`config.mk`:
```
export PLATFORM = sky130hd
export DESIGN_NAME = ram_fifo_ctrl_flat
export DESIGN_NICKNAME = d
export VERILOG_FILES = /design/src/rtl/ram_fifo_ctrl_pkg.sv /design/src/rtl/ram_fifo_ctrl_if.sv /design/src/rtl/ram_fifo_ctrl_fifo_ptr.sv /design/src/rtl/ram_fifo_ctrl.sv /design/src/flat_wrapper.sv
export SDC_FILE = /design/constraint.sdc
export NUM_CORES = 1
export LEC_CHECK = 0
export ABC_AREA = 1
export CAP_MARGIN = 15
export CORE_UTILIZATION = 37
export CTS_BUF_LIST = sky130_fd_sc_hd__clkbuf_8
export DETAILED_ROUTE_END_ITERATION = 7
export PLACE_DENSITY = 0.79
export SLEW_MARGIN = 25
export SYNTH_ARGS = -nofsm -noshare
export SYNTH_HDL_FRONTEND = slang
export SYNTH_HIERARCHICAL = 1
export SYNTH_SLANG_ARGS = --single-unit
```
`constraint.sdc`:
```
create_clock -name clk -period 2.8 [get_ports clk]
set_clock_uncertainty 0.05 [all_clocks]
set_input_delay 0.28 -clock clk [delete_from_list [all_inputs] [get_ports clk]]
set_output_delay 0.28 -clock clk [all_outputs]
set_load 0.03 [all_outputs]
```
`src/rtl/ram_fifo_ctrl_pkg.sv`:
```
// ============================================================================
//  Module      : ram_fifo_ctrl_pkg
//  Description : Shared widths, state encodings and helper for ram_fifo_ctrl.
//                Optional feature macro: FIFO_ERR_EN (adds the ERROR state).
//  Revision    : 1.0 - initial release
// ============================================================================
`default_nettype none

package ram_fifo_ctrl_pkg;

    localparam int c_DATA_W = 10;
    localparam int c_ADDR_W = 3;
    localparam int c_CNT_W  = c_ADDR_W + 1;
    localparam int c_DEPTH  = 1 << c_ADDR_W;

    typedef enum logic [3:0] {
        ST_RESET  = 4'd0,
        ST_INIT   = 4'd1,
        ST_IDLE   = 4'd2,
        ST_ACTIVE = 4'd3
`ifdef FIFO_ERR_EN
        , ST_ERROR = 4'd4
`endif
    } state_t;

    // Simultaneous push and pop leave the occupancy unchanged.
    function automatic logic [c_CNT_W-1:0] f_count_next(
        input logic [c_CNT_W-1:0] cnt,
        input logic               inc,
        input logic               dec
    );
        logic [c_CNT_W-1:0] res;
        res = cnt;
        if (inc && !dec)
            res = cnt + 1'b1;
        else if (dec && !inc)
            res = cnt - 1'b1;
        return res;
    endfunction

endpackage

`default_nettype wire

```
`src/rtl/ram_fifo_ctrl_if.sv`:
```
// ============================================================================
//  Module      : ram_fifo_ctrl_if
//  Description : User-side and RAM-side signals of the RAM FIFO controller.
//                Optional feature macro: FIFO_ERR_EN (adds the error flag).
//  Revision    : 1.0 - initial release
// ============================================================================
`default_nettype none

interface ram_fifo_ctrl_if;
    import ram_fifo_ctrl_pkg::*;

    logic                init;
    logic [c_ADDR_W-1:0] cfg_alm_full;
    logic [c_ADDR_W-1:0] cfg_alm_empty;
    logic                push;
    logic [c_DATA_W-1:0] data_in;
    logic                pop;
    logic [c_DATA_W-1:0] data_out;
    logic                valid_out;
    logic                full;
    logic                empty;
    logic                almost_full;
    logic                almost_empty;
    logic [c_CNT_W-1:0]  fifo_count;
    logic [3:0]          state;
    logic [c_DATA_W-1:0] data_a;
    logic [c_ADDR_W-1:0] addr_wa;
    logic                we_a;
    logic [c_ADDR_W-1:0] addr_ra;
    logic                re_a;
    logic [c_DATA_W-1:0] q_a;
`ifdef FIFO_ERR_EN
    logic                error;
`endif

    modport slave (
        input  init, cfg_alm_full, cfg_alm_empty, push, data_in, pop, q_a,
`ifdef FIFO_ERR_EN
        output error,
`endif
        output data_out, valid_out, full, empty, almost_full, almost_empty,
        output fifo_count, state, data_a, addr_wa, we_a, addr_ra, re_a
    );

    modport master (
        output init, cfg_alm_full, cfg_alm_empty, push, data_in, pop, q_a,
`ifdef FIFO_ERR_EN
        input  error,
`endif
        input  data_out, valid_out, full, empty, almost_full, almost_empty,
        input  fifo_count, state, data_a, addr_wa, we_a, addr_ra, re_a
    );

endinterface

`default_nettype wire

```
`src/rtl/ram_fifo_ctrl_fifo_ptr.sv`:
```
// ============================================================================
//  Module      : fifo_ptr
//  Description : Wrapping address counter with increment enable, sync reset.
//  Revision    : 1.0 - initial release
// ============================================================================
`default_nettype none

module fifo_ptr #(
    parameter int WIDTH = 3
) (
    input  wire logic             clk,
    input  wire logic             rst,
    input  wire logic             i_inc,
    output logic [WIDTH-1:0]      o_ptr
);

    logic [WIDTH-1:0] r_ptr;

    // Natural overflow gives the wrap from DEPTH-1 back to 0.
    always_ff @(posedge clk) begin
        if (rst)
            r_ptr <= '0;
        else if (i_inc)
            r_ptr <= r_ptr + 1'b1;
    end

    assign o_ptr = r_ptr;

endmodule

`default_nettype wire

```
`src/rtl/ram_fifo_ctrl.sv`:
```
// ============================================================================
//  Module      : ram_fifo_ctrl
//  Description : Runs an 8x10 dual-port RAM as a circular FIFO with
//                occupancy, full/empty and programmable almost flags.
//                Optional feature macro: FIFO_ERR_EN (sticky error + ERROR).
//  Revision    : 1.0 - initial release
// ============================================================================
`default_nettype none

module ram_fifo_ctrl
    import ram_fifo_ctrl_pkg::*;
(
    input  wire logic       clk,
    input  wire logic       reset,
    ram_fifo_ctrl_if.slave  bus
);

    state_t              r_state;
    state_t              w_state_next;
    logic [c_ADDR_W-1:0] w_wr_ptr;
    logic [c_ADDR_W-1:0] w_rd_ptr;
    logic [c_CNT_W-1:0]  r_count;
    logic [c_CNT_W-1:0]  w_count_next;
    logic [c_ADDR_W-1:0] r_thr_af;
    logic [c_ADDR_W-1:0] r_thr_ae;
    logic [c_ADDR_W-1:0] w_thr_af_next;
    logic [c_ADDR_W-1:0] w_thr_ae_next;
    logic                r_full;
    logic                r_empty;
    logic                r_alm_full;
    logic                r_alm_empty;
    logic                r_valid;
    logic                w_op_en;
    logic                w_is_full;
    logic                w_is_empty;
    logic                w_push_ok;
    logic                w_pop_ok;

    // Strobes are gated by reset so nothing reaches the RAM on the reset edge.
    assign w_op_en    = !reset && (r_state == ST_IDLE || r_state == ST_ACTIVE);
    assign w_is_full  = (r_count == c_CNT_W'(c_DEPTH));
    assign w_is_empty = (r_count == '0);
    assign w_push_ok  = w_op_en && bus.push && !w_is_full;
    assign w_pop_ok   = w_op_en && bus.pop  && !w_is_empty;

    assign w_count_next = f_count_next(r_count, w_push_ok, w_pop_ok);

`ifdef FIFO_ERR_EN
    logic w_reject;
    logic r_error;
    assign w_reject = w_op_en && ((bus.push && w_is_full) || (bus.pop && w_is_empty));
`endif

    always_comb begin
        w_thr_af_next = r_thr_af;
        w_thr_ae_next = r_thr_ae;
        if (r_state == ST_INIT) begin
            w_thr_af_next = bus.cfg_alm_full;
            w_thr_ae_next = bus.cfg_alm_empty;
        end
    end

    always_ff @(posedge clk) begin
        if (reset)
            r_state <= ST_RESET;
        else
            r_state <= w_state_next;
    end

    always_comb begin
        w_state_next = r_state;
        case (r_state)
            ST_RESET:  w_state_next = ST_INIT;
            ST_INIT:   if (!bus.init) w_state_next = ST_IDLE;
            ST_IDLE, ST_ACTIVE: begin
                w_state_next = (w_count_next == '0) ? ST_IDLE : ST_ACTIVE;
`ifdef FIFO_ERR_EN
                if (w_reject)
                    w_state_next = ST_ERROR;
`endif
            end
`ifdef FIFO_ERR_EN
            ST_ERROR:  w_state_next = ST_ERROR;
`endif
            default:   w_state_next = ST_RESET;
        endcase
    end

    // Flags hold their reset values while in RESET, then track the next count.
    always_ff @(posedge clk) begin
        if (reset) begin
            r_count     <= '0;
            r_thr_af    <= '0;
            r_thr_ae    <= '0;
            r_full      <= 1'b0;
            r_empty     <= 1'b1;
            r_alm_full  <= 1'b0;
            r_alm_empty <= 1'b1;
            r_valid     <= 1'b0;
        end else begin
            r_count  <= w_count_next;
            r_thr_af <= w_thr_af_next;
            r_thr_ae <= w_thr_ae_next;
            r_valid  <= w_pop_ok;
            if (r_state != ST_RESET) begin
                r_full      <= (w_count_next == c_CNT_W'(c_DEPTH));
                r_empty     <= (w_count_next == '0);
                r_alm_full  <= (w_count_next >= {1'b0, w_thr_af_next});
                r_alm_empty <= (w_count_next <= {1'b0, w_thr_ae_next});
            end
        end
    end

`ifdef FIFO_ERR_EN
    always_ff @(posedge clk) begin
        if (reset)
            r_error <= 1'b0;
        else if (w_reject)
            r_error <= 1'b1;
    end

    assign bus.error = r_error;
`endif

    fifo_ptr #(.WIDTH(c_ADDR_W)) u_wr_ptr (
        .clk   (clk),
        .rst   (reset),
        .i_inc (w_push_ok),
        .o_ptr (w_wr_ptr)
    );

    fifo_ptr #(.WIDTH(c_ADDR_W)) u_rd_ptr (
        .clk   (clk),
        .rst   (reset),
        .i_inc (w_pop_ok),
        .o_ptr (w_rd_ptr)
    );

    assign bus.data_a       = bus.data_in;
    assign bus.addr_wa      = w_wr_ptr;
    assign bus.we_a         = w_push_ok;
    assign bus.addr_ra      = w_rd_ptr;
    assign bus.re_a         = w_pop_ok;
    assign bus.data_out     = bus.q_a;
    assign bus.valid_out    = r_valid;
    assign bus.full         = r_full;
    assign bus.empty        = r_empty;
    assign bus.almost_full  = r_alm_full;
    assign bus.almost_empty = r_alm_empty;
    assign bus.fifo_count   = r_count;
    assign bus.state        = r_state;

endmodule

`default_nettype wire

```
`src/flat_wrapper.sv`:
```
// flat-port wrapper written by rule: the top's interface ports become plain ports
module ram_fifo_ctrl_flat import ram_fifo_ctrl_pkg::*;
  (clk, reset, bus_init, bus_cfg_alm_full, bus_cfg_alm_empty, bus_push, bus_data_in, bus_pop, bus_q_a, bus_data_out, bus_valid_out, bus_full, bus_empty, bus_almost_full, bus_almost_empty, bus_fifo_count, bus_state, bus_data_a, bus_addr_wa, bus_we_a, bus_addr_ra, bus_re_a);
  ram_fifo_ctrl_if bus_i ();
  input  wire logic clk;
  input  wire logic reset;
  input wire logic [$bits(bus_i.init)-1:0] bus_init;
  input wire logic [$bits(bus_i.cfg_alm_full)-1:0] bus_cfg_alm_full;
  input wire logic [$bits(bus_i.cfg_alm_empty)-1:0] bus_cfg_alm_empty;
  input wire logic [$bits(bus_i.push)-1:0] bus_push;
  input wire logic [$bits(bus_i.data_in)-1:0] bus_data_in;
  input wire logic [$bits(bus_i.pop)-1:0] bus_pop;
  input wire logic [$bits(bus_i.q_a)-1:0] bus_q_a;
  output wire logic [$bits(bus_i.data_out)-1:0] bus_data_out;
  output wire logic [$bits(bus_i.valid_out)-1:0] bus_valid_out;
  output wire logic [$bits(bus_i.full)-1:0] bus_full;
  output wire logic [$bits(bus_i.empty)-1:0] bus_empty;
  output wire logic [$bits(bus_i.almost_full)-1:0] bus_almost_full;
  output wire logic [$bits(bus_i.almost_empty)-1:0] bus_almost_empty;
  output wire logic [$bits(bus_i.fifo_count)-1:0] bus_fifo_count;
  output wire logic [$bits(bus_i.state)-1:0] bus_state;
  output wire logic [$bits(bus_i.data_a)-1:0] bus_data_a;
  output wire logic [$bits(bus_i.addr_wa)-1:0] bus_addr_wa;
  output wire logic [$bits(bus_i.we_a)-1:0] bus_we_a;
  output wire logic [$bits(bus_i.addr_ra)-1:0] bus_addr_ra;
  output wire logic [$bits(bus_i.re_a)-1:0] bus_re_a;
  assign bus_i.init = bus_init;
  assign bus_i.cfg_alm_full = bus_cfg_alm_full;
  assign bus_i.cfg_alm_empty = bus_cfg_alm_empty;
  assign bus_i.push = bus_push;
  assign bus_i.data_in = bus_data_in;
  assign bus_i.pop = bus_pop;
  assign bus_i.q_a = bus_q_a;
  assign bus_data_out = bus_i.data_out;
  assign bus_valid_out = bus_i.valid_out;
  assign bus_full = bus_i.full;
  assign bus_empty = bus_i.empty;
  assign bus_almost_full = bus_i.almost_full;
  assign bus_almost_empty = bus_i.almost_empty;
  assign bus_fifo_count = bus_i.fifo_count;
  assign bus_state = bus_i.state;
  assign bus_data_a = bus_i.data_a;
  assign bus_addr_wa = bus_i.addr_wa;
  assign bus_we_a = bus_i.we_a;
  assign bus_addr_ra = bus_i.addr_ra;
  assign bus_re_a = bus_i.re_a;
  ram_fifo_ctrl u_core (.clk(clk), .reset(reset), .bus(bus_i));
endmodule
```
==> impl_metrics.tcl <==
set metrics [dict create \
    reg2regPathDepth 17 \
    period_minus_slack_ps 2624 \
    r2r_slack_ps 180 \
    grt_usage 0.1457 \
    cp-start-kind "register" \
    clk_pin_slew_ps 80 \
    intPower_uw 573.9 \
    worst_slew_margin_rel 0.6419 \
    cts_sinks 23 \
    end_kind "register" \
    crit_type "reg2reg" \
    clkLatencyLatePin_ps 260 \
    fillers 354 \
    worst_pin_slew_ps 535.1 \
    hold_class "reg2reg" \
    grt.overflow.total 0 \
    diodes 0 \
    die-area_um2 3947 \
    ys.flop_type "dfxtp_1" \
    fin_ws_ps 175.6 \
    slew_viol_final 0 \
    firstDrtPassIters 5 \
    hold_end "u_core/bus.empty" \
    die_w_um 62.83 \
    num_vias 1134 \
    dpl.hpwl_um 1992 \
    viasPerCell 4.536 \
    pin_count 72 \
    post-place-ws_ps 7.413 \
    avgSynthCellArea_um2 7.281 \
    max_freq_mhz 381.0 \
    r2r-end "u_core/bus.almost_empty" \
    h-tree-depth 1 \
    cts_tree "built" \
    min_from "u_core/bus.empty" \
    die_h_um 62.83 \
    synth_top_area_cell "dfxtp_1" \
    initial_utilization 0.3977 \
    drt_iter0_drc 39 \
    yosys.cell_count.top_type "nand2_1" \
    synth.distinct_cells 22 \
    antenna_left 0 \
    cts_setup_buffers 0 \
    grt_pass1_wl_um 4595 \
    cp_slowest_cell "dfxtp_2" \
    power.density_nw_per_um2 516.8 \
    fin_nets 248 \
    cts_buffers 3 \
    period_share 0.9373 \
    power_frac_comb 0.327 \
    seqPwrFrac 0.438 \
    synth.cell_area_um2 1369 \
    synthArstFlopShare 0 \
    drive_gt1_frac 0.1127 \
    cp_max_fo 5 \
    required_ps 2960 \
    power_switching_uw 282.9 \
    area_growth_pct 21.12 \
    core-area_um2 3442 \
    hold_viol 0 \
    synth_common_cells "nand2_1 (34), nor2_1 (25), dfxtp_1 (23), buf_4 (22), inv_1 (22)" \
    clockBufferDepth 2 \
    slowest_delay_ps 350 \
    stdcell_area_um2 1658 \
    run_status "completed" \
    p_sw_frac 0.3302 \
    setup_tns_ps 0 \
    place_area_um2 1608 \
    critPathArrivalTime_ps 2780 \
    ys_top_cells_by_area "dfxtp_1 (34%), buf_4 (12%), ha_1 (11%)" \
    cpMostUsedCell "nand2_1" \
    grt_antenna_before_repair 0 \
    grt_max_degree 17 \
    maxCapViolations 0 \
    clkPwrFrac 0.235 \
    synth_cells 188 \
    drt-wirelength-per-cell_um 10.52 \
    wirelength_um 2629 \
    io_buffers 29 \
    whs_path_depth 2 \
    ys_warn_count 6 \
    synth_seq_cells 23 \
    clock_tree.root_cell "clkbuf_8" \
    yosys.area.top_type_share 0.3364 \
    vdd_drop_max_v 0.0004524 \
    synth_seq_area_share 0.3364 \
    route.detailed.drc 0 \
    reg2reg_from "u_core/bus.fifo_count[0]" \
    ctsHoldBuffers 0 \
    leakagePower_nw 0.7890 \
    routabilityCongestion 0.8289 \
    setup_violations 0 \
    synth_edf_count 0 \
    worst_hold_slack_ps 420.2 \
    grt_pass1_vias 1072 \
    crit_chain "inv_1 > ha_2 > nand3_1 > and3_2 > inv_1 > ha_1 > nand3_1 > nand2_1 > nand2_1 > nand2_1 > inv_2 > ha_1 > a21oi_1 > o21ai_0 > a21oi_1 > nand2_1 > nand2_1" \
    rsz0062_at_grt "no" \
    row_count 21 \
]
-- layer usage --
layer | part of all wire | routed length (µm) | GRT usage
met3 | 0.057 | 150 | 0.03650
met5 | 0 | 0 | 0
met1 | 0.45 | 1176 | 0.1663
met4 | 0.0053 | 14 | 0.03779
met2 | 0.49 | 1287 | 0.2663
-- flip-flops by register name, indices dropped and copies added (netlist names), named ones only --
name / flops
u_core/bus.almost_full: 1
u_core/bus.fifo_count: 3
u_core/bus.valid_out: 1
u_core/r_thr_ae: 3
u_core/bus.almost_empty: 1
u_core/r_thr_af: 3
u_core/u_rd_ptr/o_ptr: 3
u_core/u_wr_ptr/o_ptr: 3
u_core/bus.state: 2
u_core/bus.empty: 1
u_core/bus.full: 1
-- power groups by stage --
stage	Combinational [mW]	Sequential (mW)	Clock [mW]
6_report	0.280	0.375	0.201
5_1_grt	0.313	0.380	0.227
4_1_cts	0.282	0.375	0.209
3_5_place_dp	0.278	0.383	0
3_3_place_gp	0.274	0.382	0
2_1_floorplan	0.203	0.419	0
-- through the flow --
stage / utilization / total power, mW / instances
final: 0.4816 / 0.8567 / 250
after global routing: 0.4816 / 0.9196 / 250
after CTS: 0.4802 / 0.8662 / 250
after detailed placement: 0.4671 / 0.6609 / 246
after global placement: 0.4671 / 0.6556 / 246
after floorplan: - / 0.6219 / 189
-- layout by cell type, fill, tap and decap left out, drive strengths merged, types with 2 or more instances in the layout --
master,n
buf,5
o21ai,10
nand4,2
inv,25
nand3,12
nand2,38
conb,2
clkbuf,3
nor2,26
mux2i,4
ha,12
a21oi,8
clkdlybuf4s50,29
dfxtp,23
a31oi,2
-- repair_timing --
action / 4_1_cts / 5_1_grt
endpoints found under the hold margin: 0 / 0
resized for setup: 0 / 2
endpoints found under the setup margin: 0 / 1
-- how the worst max path moves through the flow --
| stage | from | end | slack (ps) | depth (start not counted) |
|---|---|---|---|---|
| finish | u_core/bus.fifo_count[0] | u_core/bus.almost_empty | 180 | 17 |
| detailed placement | reset | u_core/bus.almost_empty | 7 | 18 |
| CTS | u_core/bus.fifo_count[0] | u_core/bus.almost_empty | 110 | 17 |
| global route | u_core/bus.fifo_count[0] | u_core/bus.almost_empty | 20 | 17 |
| floorplan | u_core/bus.state[1] | u_core/bus.almost_empty | 8 | 18 |
| global placement | reset | u_core/bus.almost_empty | 90 | 18 |
-- worst max-delay path, delay by kind of cell (launching register included) --
kind,cells,cell delay [ps]
AO/OA/AOI/OAI,3,420
buffers and inverters,3,220
AND/OR/NAND/NOR,8,740
adder cells (fa/ha/maj),3,790
flip-flops,1,350
-- area by class of cell --
| type | instances | area, µm² | share of cell area |
|---|---|---|---|
| multi-input combinational | 119 | 674.4 | 0.4068 |
| inverter | 24 | 90.09 | 0.05434 |
| sequential | 23 | 462.9 | 0.2792 |
| timing repair buffer | 34 | 327.8 | 0.1977 |
| clock inverter | 1 | 3.754 | 0.002264 |
| clock buffer | 3 | 41.29 | 0.02491 |
| tap | 46 | 57.56 | 0.03472 |
-- cell families (layout without fill, tap and decap cells) --
kind of cell	after synthesis	after routing	share of synthesized area
adders and majority gates	12	12	0.1097
buffers and inverters	47	62	0.1892
AOI/OAI and AO/OA	20	20	0.07496
other	1	2	0.002740
muxes	4	4	0.02925
DFF	23	23	0.3364
and+or+nand+nor	81	81	0.2578
Note: power is estimated with default switching activity, not from simulation.
